`config.mk`:
```
export PLATFORM = sky130hd
export DESIGN_NAME = sa_in_skew
export DESIGN_NICKNAME = d
export VERILOG_FILES = /design/src/rtl/sa_in_skew.sv
export SDC_FILE = /design/constraint.sdc
export NUM_CORES = 1
export LEC_CHECK = 0
export CORE_MARGIN = 5
export CORE_UTILIZATION = 46
export DETAILED_ROUTE_END_ITERATION = 10
export MAX_ROUTING_LAYER = met4
export PLACE_DENSITY = 0.79
export SYNTH_ARGS = -nofsm -noshare
export SYNTH_HDL_FRONTEND = slang
export SYNTH_SLANG_ARGS = --single-unit
```
`constraint.sdc`:
```
create_clock -name i_clk -period 1.5 [get_ports i_clk]
set_input_delay 0.375 -clock i_clk [delete_from_list [all_inputs] [get_ports i_clk]]
set_output_delay 0.375 -clock i_clk [all_outputs]
set_load 0.02 [all_outputs]
```
`src/rtl/sa_in_skew.sv`:
```
// sa_in_skew: diagonal input skew for the systolic array west/north edges.
// Define SKEW_VALID_EN to add the per-lane valid chains and o_A_vld/o_B_vld.

module sa_skew_lane #(
    parameter int DEPTH = 1,
    parameter int W     = 8
) (
    input  logic         i_clk,
    input  logic         i_rst_n,
    input  logic [W-1:0] din,
    output logic [W-1:0] dout
);
    logic [DEPTH-1:0][W-1:0] sr;

    always_ff @(posedge i_clk or negedge i_rst_n) begin
        if (!i_rst_n) begin
            sr <= '0;
        end else begin
            sr[0] <= din;
            for (int i = 1; i < DEPTH; i++) sr[i] <= sr[i-1];
        end
    end

    assign dout = sr[DEPTH-1];
endmodule

module sa_in_skew #(
    parameter int N  = 3,
    parameter int DW = 8
) (
    input  logic            i_clk,
    input  logic            i_rst_n,
    input  logic [N*DW-1:0] i_A,
    input  logic [N*DW-1:0] i_B,
    input  logic            i_push,
    input  logic            i_last,
    output logic            o_ready,
    output logic [N*DW-1:0] o_A_out,
    output logic [N*DW-1:0] o_B_out,
`ifdef SKEW_VALID_EN
    output logic [N-1:0]    o_A_vld,
    output logic [N-1:0]    o_B_vld,
`endif
    output logic            o_busy,
    output logic            o_done
);
    localparam int CW = (N > 1) ? $clog2(N) : 1;
`ifdef SKEW_VALID_EN
    localparam int LW = DW + 1;
`else
    localparam int LW = DW;
`endif

    typedef enum logic [1:0] {S_IDLE, S_STREAM, S_DRAIN} state_t;

    state_t               state;
    logic [CW-1:0]        cnt;
    logic                 accept;
    logic [N-1:0][DW-1:0] a_in, b_in, a_out, b_out;

    assign accept  = i_push & o_ready;
    assign a_in    = i_A;
    assign b_in    = i_B;
    assign o_A_out = a_out;
    assign o_B_out = b_out;

    // o_ready/o_busy/o_done are computed from the next state so they are plain flops.
    always_ff @(posedge i_clk or negedge i_rst_n) begin
        if (!i_rst_n) begin
            state   <= S_IDLE;
            cnt     <= '0;
            o_ready <= 1'b0;
            o_busy  <= 1'b0;
            o_done  <= 1'b0;
        end else begin
            o_done <= 1'b0;
            case (state)
                S_IDLE, S_STREAM: begin
                    if (accept && i_last) begin
                        state   <= S_DRAIN;
                        cnt     <= CW'(N - 1);
                        o_ready <= 1'b0;
                        o_busy  <= 1'b1;
                        o_done  <= (N == 1);
                    end else if (accept) begin
                        state   <= S_STREAM;
                        o_ready <= 1'b1;
                        o_busy  <= 1'b1;
                    end else begin
                        o_ready <= 1'b1;
                        o_busy  <= (state == S_STREAM);
                    end
                end
                S_DRAIN: begin
                    if (cnt == '0) begin
                        state   <= S_IDLE;
                        o_ready <= 1'b1;
                        o_busy  <= 1'b0;
                    end else begin
                        cnt    <= cnt - 1'b1;
                        o_done <= (cnt == CW'(1));
                    end
                end
                default: begin
                    state   <= S_IDLE;
                    o_ready <= 1'b1;
                    o_busy  <= 1'b0;
                end
            endcase
        end
    end

    // Lane k sits k+1 flops deep; idle cycles shift in zeros.
    for (genvar k = 0; k < N; k++) begin : g_lane
        logic [DW-1:0] a_z, b_z;
        logic [LW-1:0] a_d, b_d, a_q, b_q;

        assign a_z = accept ? a_in[k] : '0;
        assign b_z = accept ? b_in[k] : '0;
`ifdef SKEW_VALID_EN
        assign a_d        = {accept, a_z};
        assign b_d        = {accept, b_z};
        assign o_A_vld[k] = a_q[DW];
        assign o_B_vld[k] = b_q[DW];
`else
        assign a_d = a_z;
        assign b_d = b_z;
`endif
        assign a_out[k] = a_q[DW-1:0];
        assign b_out[k] = b_q[DW-1:0];

        sa_skew_lane #(.DEPTH(k + 1), .W(LW)) u_a (
            .i_clk  (i_clk),
            .i_rst_n(i_rst_n),
            .din    (a_d),
            .dout   (a_q)
        );
        sa_skew_lane #(.DEPTH(k + 1), .W(LW)) u_b (
            .i_clk  (i_clk),
            .i_rst_n(i_rst_n),
            .din    (b_d),
            .dout   (b_q)
        );
    end
endmodule

```
# Word level (Yosys, flattened, before mapping)

Cells that the tools add are included.

Add/subtract/negate cells: 1
Equal/unequal tests: 7
Multiplexer cells: 22
Bitwise gates (word level): 1
Reductions and logical operators: 7

Operator list:

| kind                | number |
|---|---|
| $mux 8              | 6 |
| $mux 2              | 5 |
| $pmux 2 s2          | 2 |
| $mux 1              | 7 |
| $ne 2x2->1 const B  | 3 |
| $eq 2x1->1 const B  | 2 |
| $logic_not 2->1     | 2 |
| $pmux 1 s2          | 2 |
| $ne 3x3->1 const B  | 1 |
| $reduce_and 3->1    | 1 |
| $eq 2x2->1 const B  | 1 |
| $reduce_and 2->1    | 1 |
| $reduce_bool 2->1   | 1 |
| $reduce_or 2->1     | 1 |
| $sub 2x1->2 const B | 1 |
| $and 1x1->1         | 1 |
| $logic_and 1x1->1   | 1 |

Register bits after elaboration: 103
Bits of input ports: 52
Output and inout bits: 51
Logic and storage cells: 55

# Longest topological paths before layout

Gate-level depths: netlist of run 1.

Depth after elaboration: 4
Depth in mapped cells: 4
Depth with buffers taken out: 4

# Modules after synthesis

A second synthesis of run 1 with hierarchy kept.

Cells, all modules: 211
Area total of the unflattened synthesis: 3308.2 um^2

Modules (own cells, without submodules):

| module                            | times used | cells an instance | area each (um^2) | seq. area each (um^2) |
|---|---|---|---|---|
| sa_skew_lane at g_lane[2].u_a ... | 2          | 32                | 660.6            | 600.6 |
| sa_skew_lane at g_lane[1].u_a ... | 2          | 24                | 460.4            | 400.4 |
| sa_in_skew                        | 1          | 83                | 665.6            | 175.2 |
| sa_skew_lane at g_lane[0].u_a ... | 2          | 8                 | 200.2            | 200.2 |

# Worst setup path before layout of run 1

No wires, ideal clock.

Path type: flip-flop to flip-flop
Start: register cnt[0]
End: register cnt[1]
Setup time: 0.124 ns
Arrival time: 1.209 ns
Required time: 1.376 ns
Setup slack: 0.167 ns
Stages on the path, launching flop included: 5
Path buffers: 0
Clock period less this slack: 1.333 ns
Path through: dfrtp_1 inv_1 ha_1 or4bb_1 o31a_1

Longest elaborated chain between the ends: 3
Elaborated cells between the ends (all ways): 6
Classes of those cells: 1 x add/sub; 1 x eq/ne; 2 x mux; 2 x reduce/logical

RTL lines:

| what                                           | line    | source |
|---|---|---|
| start, declared                                | 57      | `logic [CW-1:0] cnt;` |
| start signal, assigned                         | 81      | `cnt <= CW'(N - 1);` |
| start signal, assigned                         | 100     | `cnt <= cnt - 1'b1;` |
| $sub 2x1->2 or $logic_not 2->1 (tied branches) | 100, 95 |  |
| $mux 2 or $ne 2x2->1 (tied branches)           | -       |  |
| $pmux 2 s2 or $reduce_and 3->1 (tied branches) | -       |  |

Several ways; a longest one is shown, not always the timed one. The select of a mux whose other input is x is not followed.
A chain may end at the register's enable or synchronous reset.

# Worst setup path after layout of run 1

Start: register o_busy
End: output o_busy

RTL lines:

| what                   | line | source |
|---|---|---|
| start, declared        | 44   | `output logic o_busy,` |
| start signal, assigned | 91   | `o_busy <= (state == S_STREAM);` |

No word-level cell between the ends.

==> results of run 1 <==
## cell families (layout without fill, tap and decap cells)
logic type               count (synthesis)  after routing  synth area share
AND/OR/NAND/NOR                         57             57             0.116
flip-flops                             103            103             0.775
buffers and inverters                   44            131            0.0858
AO/OA/AOI/OAI                            7              7            0.0151
adder cells (fa/ha/maj)                  2              2           0.00753
## per-stage QoR
stage	hold slack, ps	setup slack [ps]
after floorplan	79.4	167
after global placement	318	23.9
after detailed placement	318	4.74
after CTS	351	24.8
after global routing	358	4.46
final	344	68.4
## final cells by class
cell class	count	area (µm²)	area share
timing repair buffer	114	1090	0.244
inverter	2	7.51	0.00169
multi-input combinational	66	462	0.104
tap	99	124	0.0278
sequential	103	2580	0.579
clock buffer	9	124	0.0278
clock inverter	6	67.6	0.0152
## layout by cell type (no fill, tap or decap), types with 2 or more instances in the layout
cell type	Yosys	routed
a21oi_1	2	2
and3_1	48	48
buf_12	0	3
buf_4	32	9
clkbuf_8	0	9
clkdlybuf4s50_1	0	50
clkinvlp_4	0	2
dfrtp_1	103	103
dlygate4sd2_1	0	50
ha_1	2	2
inv_1	2	2
inv_6	0	2
## per-layer routing
metal | vias up | routed length, µm
met2 | 53 | 3050
met5 | - | 0
li1 | 838 | -
met4 | 0 | 96
met3 | 6 | 278
met1 | 835 | 2270
## how the worst min path moves through the flow
stage / to / depth (start not counted)
final: g_lane[1].u_b.dout[0] / 0
after CTS: g_lane[1].u_b.dout[0] / 0
after global routing: g_lane[1].u_b.dout[0] / 0
after detailed placement: g_lane[0].u_b.dout[7] / 1
after global placement: g_lane[0].u_b.dout[7] / 1
after floorplan: cnt[0] / 0
## power by group through the flow
stage / registers [mW] / clock network (mW) / logic, mW
after floorplan: 3.49 / 0 / 0.717
after global placement: 3.39 / 0 / 1.37
after detailed placement: 3.41 / 0 / 1.40
after CTS: 3.35 / 1.69 / 1.26
after global routing: 3.40 / 1.83 / 1.41
final: 3.34 / 1.65 / 1.28
## registers in the layout, indices dropped and copies added, names as in the netlist
| signal | flops |
|---|---|
| o_busy | 1 |
| o_ready | 1 |
| g_lane.u_a.sr | 24 |
| g_lane.u_a.dout | 24 |
| o_done | 1 |
| cnt | 2 |
| g_lane.u_b.dout | 24 |
| g_lane.u_b.sr | 24 |
| state | 2 |
## timing repair
action	in CTS	in global routing
endpoints found under the hold margin	23	0
gates resized for setup	51	1
endpoints found under the setup margin	51	3
setup buffers	0	2
cloned	0	0
hold buffers	1	0
==> results.md, run 1 <==
- Die ar.: 9030 µm²
- Final setup vio count: 0
- Hold Startpoint: g_lane[1].u_b.sr[0]
- Routed Antenna Nets: 0
- Crit share post-route: 0.954
- Rel. slew slack: 0.753
- Area of the mapped netlist: 3320 µm²
- Ports: between 100 and 150
- Top cells by count, synth: dfrtp_1 (103), and3_1 (48), buf_4 (32), clkbuf_1 (10)
- First-pass GRT wire length: 9.28 mm
- Worst path cell trace: dlygate4sd2_1
- CTS clock-pin slew for the worst setup and hold paths: 100 ps
- Yosys cell types: 21
- Flop pwr share: 0.532
- Post-placement cell count: around 380
- # DRC: 0
- Pwr Total: 6.27 mW
- Worst Setup End Kind: output port
- R2r setup slk: 90 ps
- Critical Path RT: 1120 ps
- Slew Viols, Final: 0
- Cell family with most CP delay: flip-flops
- Asr flop ratio synth: 1.00
- Crit Path Max Fanout: 2
- Fmax: 0.699 GHz
- HP Class: flip-flop to flip-flop
- Crit-path max cell delay: 390 ps
- CP Data Arrival Time: 1060 ps
- Layout Utilization: 0.623
- Max cap viols: 0
- Die Ht: 95.0 µm
- Initial DRC count: 47
- Register area share after synthesis: 0.775
- CTS sink cnt: 103
- Finished layout cell area: 4450 µm²
- Final hold violations: 0
- Maximum clock path buffer count: 2
- Global Route met3 Usage: 0.0221
- Synthesis-stage register bit count: 103
- Share of cells above drive strength 1: 0.103
- Status: complete, no violations
- Final setup TNS: 0 ps
- Die X-Extent: 95.0 µm
- R2r startpoint: cnt[0]
- CP startpoint: o_busy
- M1 GR Usage: 0.170
- Largest net degree at the start of global routing: 31
- Area growth syn-to-layout: 33.8%
- Vias: 1732
- Most common cell in the netlist: dfrtp_1
- R2r endpoint: cnt[0]
- H-tree depth: 3
- Final Skew: around 11 ps
- CP endpoint: o_busy
- Core Region: 7140 µm²
- Fill count: 560
- Placement Cell Area: 4290 µm²
- Comb pwr share: 0.204
- Post-synth EDFFs: 0
- Clock period minus worst slack: around 1400 ps
- Vias in the first global route: about 1900
- Sw Share: 0.275
- Clock power frac: 0.264
- Final WL: 5.70 mm
- Number of iterations in the first detailed-routing pass: 4
- Crit-path slowest cell: dfrtp_1
- Initial Util: 0.466
- DP HPWL: 4.11 mm
- Initial antenna violation count: 0
- CTS Buf Count: 9
- Cell taking the most area after synthesis: dfrtp_1
- ANT cells: 0
- IO buf count: 102
- Worst-Margin Slew: 370 ps
- Worst-Skew Late Latency: 350 ps
- Vias/cell: around 4.3
- Final non-filler cell total: 399
- CTS tree: yes
- Worst vdd ir: approximately 0.9 mV
- Startpoint Class: flip-flop
- Synth Warn #: 0
- Clk root buf: clkbuf_8
- Fin nets: 350
- Syn nets: about 270
- Top-area cell type share of the netlist area: 0.775
- Met2 Track Usage GR: 0.235
- RSZ-0062 raised after global routing: false
- Gr busiest metal: met2
- Placer Congestion: 0.785
- Cell count along the critical path: 1
- Per-cell routed wire length: 14.3 µm
- Internal power: roughly 4.6 mW
- Total Routing Usage GR: 0.142
- Switching pwr: roughly 1.7 mW
- Avg Inst Size Synth: 15.6 µm²
- PwrDens: 1410 nW/µm²
- Primary FF master, synth: dfrtp_1
- Reg2reg path depth: 4
- Top cells by area, synth: dfrtp_1 (78%), and3_1 (9.0%), buf_4 (7.2%)
- Leakage: 2.40 nW
- Cells after Synth: roughly 210
- Critical path buffers and inverters: 1
- Kind of critical path: flip-flop to output port
- Site row count: 31
- Total congestion overflow: 0
Power figures use the tool's default switching activity.
==> run 2, diff against run 1 <==
ABC_CLOCK_PERIOD_IN_PS = 1500   (was not set)
==> results of run 2 <==
Same layout as run 1: the final DEF is identical, and so are final timing and power.
==> patch 1, RTL diff (flow settings as in run 2) <==
Re-encode `state_t` (3 states) as one-hot, 3 bits wide.
--- a/src/rtl/sa_in_skew.sv
+++ b/src/rtl/sa_in_skew.sv
@@ -52,5 +52,5 @@
 `endif
 
-    typedef enum logic [1:0] {S_IDLE, S_STREAM, S_DRAIN} state_t;
+    typedef enum logic [2:0] {S_IDLE = 3'b001, S_STREAM = 3'b010, S_DRAIN = 3'b100} state_t;
 
     state_t               state;
Function: no difference found for any inputs over 10 cycles, from zero or initial values and one cycle with i_rst_n low; not proved beyond that.
==> patch 1 against run 2 <==
Routed wire length grew 2.8%; combinational power down 12%; area after synthesis up 0.98%; design area down 0.39%; die area is 0.88% higher; power down 4.8%; setup slack worse by 0.0073 ns; sequential cell count increased by 1.
==> patch 1: results (changes against run 2) <==
----------------------------------------------------
[Timing]
  Worst setup skew after layout ... 0.00704 ns (was 0.0109 ns)
  Transition time at the pin with the least slew margin ... 0.433 ns (was 0.370 ns)
  Final-layout worst hold slack ... 0.353 ns (was 0.344 ns)

[Global routing]
  Wire length of the first global-routing pass ... 9650 µm (was 9280 µm)
  Largest net degree at the start of global routing ... 53 (was 31)
  Total Routing Usage GR ... 14.9% (was 14.2%)

[Layout]
  Post-route non-filler standard cell count ... 402 (was 399)
  Fraction of layout cells with a size suffix above 1 ... 9.90% (was 10.3%)
  Final Net Count ... 353 (was 350)

[Detailed routing]
  Per-cell via count in the routed design ... 4.63 (was 4.34)
  Number of design-rule violations left by the first detailed-router iteration ... 56 (was 47)
  Wirelength per Cell ... 14.6 µm (was 14.3 µm)

[Worst setup path]
  Cells on worst reg2reg path ... 5 (was 4)
  Maximum fanout along the worst path ... 1 (was 2)
  Critical path endpoint ... o_A_out[4] (was o_busy)

[Place]
  Standard cell area after detailed placement ... 0.00430 mm² (was 0.00429 mm²)
  Routability Congestion ... 0.721 (was 0.785)
  DP Cell Count ... 386 (was 381)
  Half-perimeter wire length after placement ... 4080 µm (was 4110 µm)

[Status]
  Run status ... complete, no violations (unchanged)

[Synth]
  Average cell area after synthesis ... 15.3 µm² (was 15.6 µm²)
  Post-synth net total ... 273 (was 267)
  Dominant cells by area after synthesis ... dfrtp_1 (77%), and3_1 (8.9%), buf_4 (7.2%) (was dfrtp_1 (78%), and3_1 (9.0%), buf_4 (7.2%))
  Sequential element share of the synthesized area ... 77.6% (was 77.5%)
  Number of distinct library cells after synthesis ... 22 (was 21)
  Compound-cell area share of the yosys netlist ... 1.45% (was 1.51%)
  XOR/XNOR share of the synthesized area ... 0.261% (was 0%)
  Adder-cell area share of the yosys netlist ... 0.745% (was 0.753%)
  Top cells by instance count after synthesis ... dfrtp_1 (103), and3_1 (48), buf_4 (32) (unchanged)

[Hold path]
  Hold Startpoint ... g_lane[2].u_a.sr[14] (was g_lane[1].u_b.sr[0])
  Hold EP ... g_lane[2].u_a.dout[6] (was g_lane[1].u_b.dout[0])

[Power]
  Power drawn by the clock network ... 1.51 mW (was 1.65 mW)
  Maximum resistive drop on vdd ... 0.684 mV (was 0.886 mV)
  Fraction of power spent switching nets ... 27.6% (was 27.5%)
  Sequential power ... 3.33 mW (was 3.34 mW)

----------------------------------------------------
patch 1: metrics by stage:
step	TNS [ns]	power, mW	setup slack (ns)
floorplan	0	4.11	0.143
global placement	0	4.60	0.0109
detailed placement	-0.0545	4.65	-0.0360
CTS	0	6.03	0.0411
global route	0	6.31	0.00179
finish	0	5.97	0.0611
patch 1: final cells by class:
class                   count  area (µm²)
inverters                   2        7.51
clock buffers              11         141
clock inverters             4        28.8
fillers                   558        2750
repair buffers            111        1050
multi-input cells          71         470
flip-flops and latches    104        2600
well taps                  99         124
patch 1: layer usage:
layer	global-route usage (%)	up-vias	share of wire (%)
met5	-	-	0
met4	6.52	0	1.7
met3	4.42	9	4.9
met2	24.5	55	54
met1	17.0	951	39
li1	-	847	-
patch 1: logic make-up after synthesis:
logic type	count (synthesis)
AO/OA/AOI/OAI	6
flip-flops	104
buffers and inverters	44
XOR/XNOR	1
adder cells (fa/ha/maj)	2
AND/OR/NAND/NOR	62
==> patch 2, RTL diff (flow settings as in run 2) <==
Without the edit above. The option `SKEW_VALID_EN` is turned on by a define.
--- a/src/rtl/sa_in_skew.sv
+++ b/src/rtl/sa_in_skew.sv
@@ -1,4 +1,6 @@
 // sa_in_skew: diagonal input skew for the systolic array west/north edges.
 // Define SKEW_VALID_EN to add the per-lane valid chains and o_A_vld/o_B_vld.
+
+`define SKEW_VALID_EN
 
 module sa_skew_lane #(
Function (old outputs only; new: o_A_vld and o_B_vld): same outputs for any inputs over 10 cycles, from zero or initial values and one cycle with i_rst_n low; that may be too few to reach the edited logic, so the function may still have changed.
==> patch 2 against run 2 <==
Routed wire length increased by 1.2%; count of clock-buffer cells in the layout stayed put; sequential cell count is 3 higher; synthesized cell count is 4.7% higher; design area increased by 1.8%; non-clock buffer count is 1 higher; fmax is 0.70% lower; area after synthesis up 3.8%; setup slack lost 0.010 ns; power grew 1.8%; largest power group unchanged; highest routed layer unchanged.
==> patch 2: results (changes against run 2) <==
----------------------------------------------------
[Place]
  Routability Congestion ... 0.692 (was 0.785)
  DP Cell Count ... 388 (was 381)
  Total of buffers placed on input and output ports ... 108 (was 102)
  Half-perimeter wire length after placement ... 4150 µm (was 4110 µm)
  Standard cell area after detailed placement ... 0.00440 mm² (was 0.00429 mm²)

[Layout]
  Fraction of layout cells with a size suffix above 1 ... 9.48% (was 10.3%)
  Number of fill cells ... 591 (was 560)

[Global routing]
  Wire length of the first global-routing pass ... 9670 µm (was 9280 µm)

[Worst setup path]
  R2R Setup Slk ... 0.11 ns (was 0.09 ns)
  Critical path endpoint ... o_ready (was o_busy)
  Worst r2r dst ... cnt[1] (was cnt[0])
  Crit path from ... o_ready (was o_busy)
  Maximum fanout along the worst path ... 3 (was 2)

[Detailed routing]
  Number of design-rule violations left by the first detailed-router iteration ... 43 (was 47)
  Per-cell via count in the routed design ... 4.46 (was 4.34)

[Power]
  Internal portion of total power ... 4.52 mW (was 4.55 mW)
  Clock power share ... 24.8% (was 26.4%)
  Total power draw ... 6.39 mW (was 6.27 mW)
  P_leak ... 2.44 nW (was 2.40 nW)

[Synth]
  Adder-cell area share of the yosys netlist ... 0.725% (was 0.753%)
  Post-synth net total ... 277 (was 267)
  Sequential element share of the synthesized area ... 76.9% (was 77.5%)
  Number of distinct library cells after synthesis ... 22 (was 21)
  Compound-cell area share of the yosys netlist ... 1.45% (was 1.51%)

[Status]
  Run status ... complete, no violations (unchanged)

[Timing]
  Worst setup skew after layout ... 0.00887 ns (was 0.0109 ns)
  Final-layout worst hold slack ... 0.353 ns (was 0.344 ns)

----------------------------------------------------
-- patch 2: changes by cell type after synthesis --
| cell | before | now |
|---|---|---|
| buf_4 | 32 | 38 |
| dfrtp_1 | 103 | 106 |
| and2_1 | 0 | 1 |
-- patch 2: routing by layer --
| metal | vias to the layer above | share of wire (%) | global-route usage (%) |
|---|---|---|---|
| li1 | 849 | - | - |
| met1 | 889 | 39 | 15.5 |
| met2 | 60 | 54 | 21.7 |
| met3 | 8 | 5.9 | 4.10 |
| met4 | 0 | 1.2 | 5.51 |
| met5 | - | 0 | - |
-- patch 2: final cells by class --
| cell class | count | area, µm² | area share, % |
|---|---|---|---|
| Sequential cell | 106 | 2650 | 58.6 |
| Timing Repair Buffer | 115 | 1090 | 24.1 |
| Multi-Input combinational cell | 67 | 470 | 10.4 |
| Clock buffer | 9 | 124 | 2.74 |
| Tap cell | 99 | 124 | 2.74 |
| Clock inverter | 7 | 60.1 | 1.33 |
| Inverter | 2 | 7.51 | 0.166 |
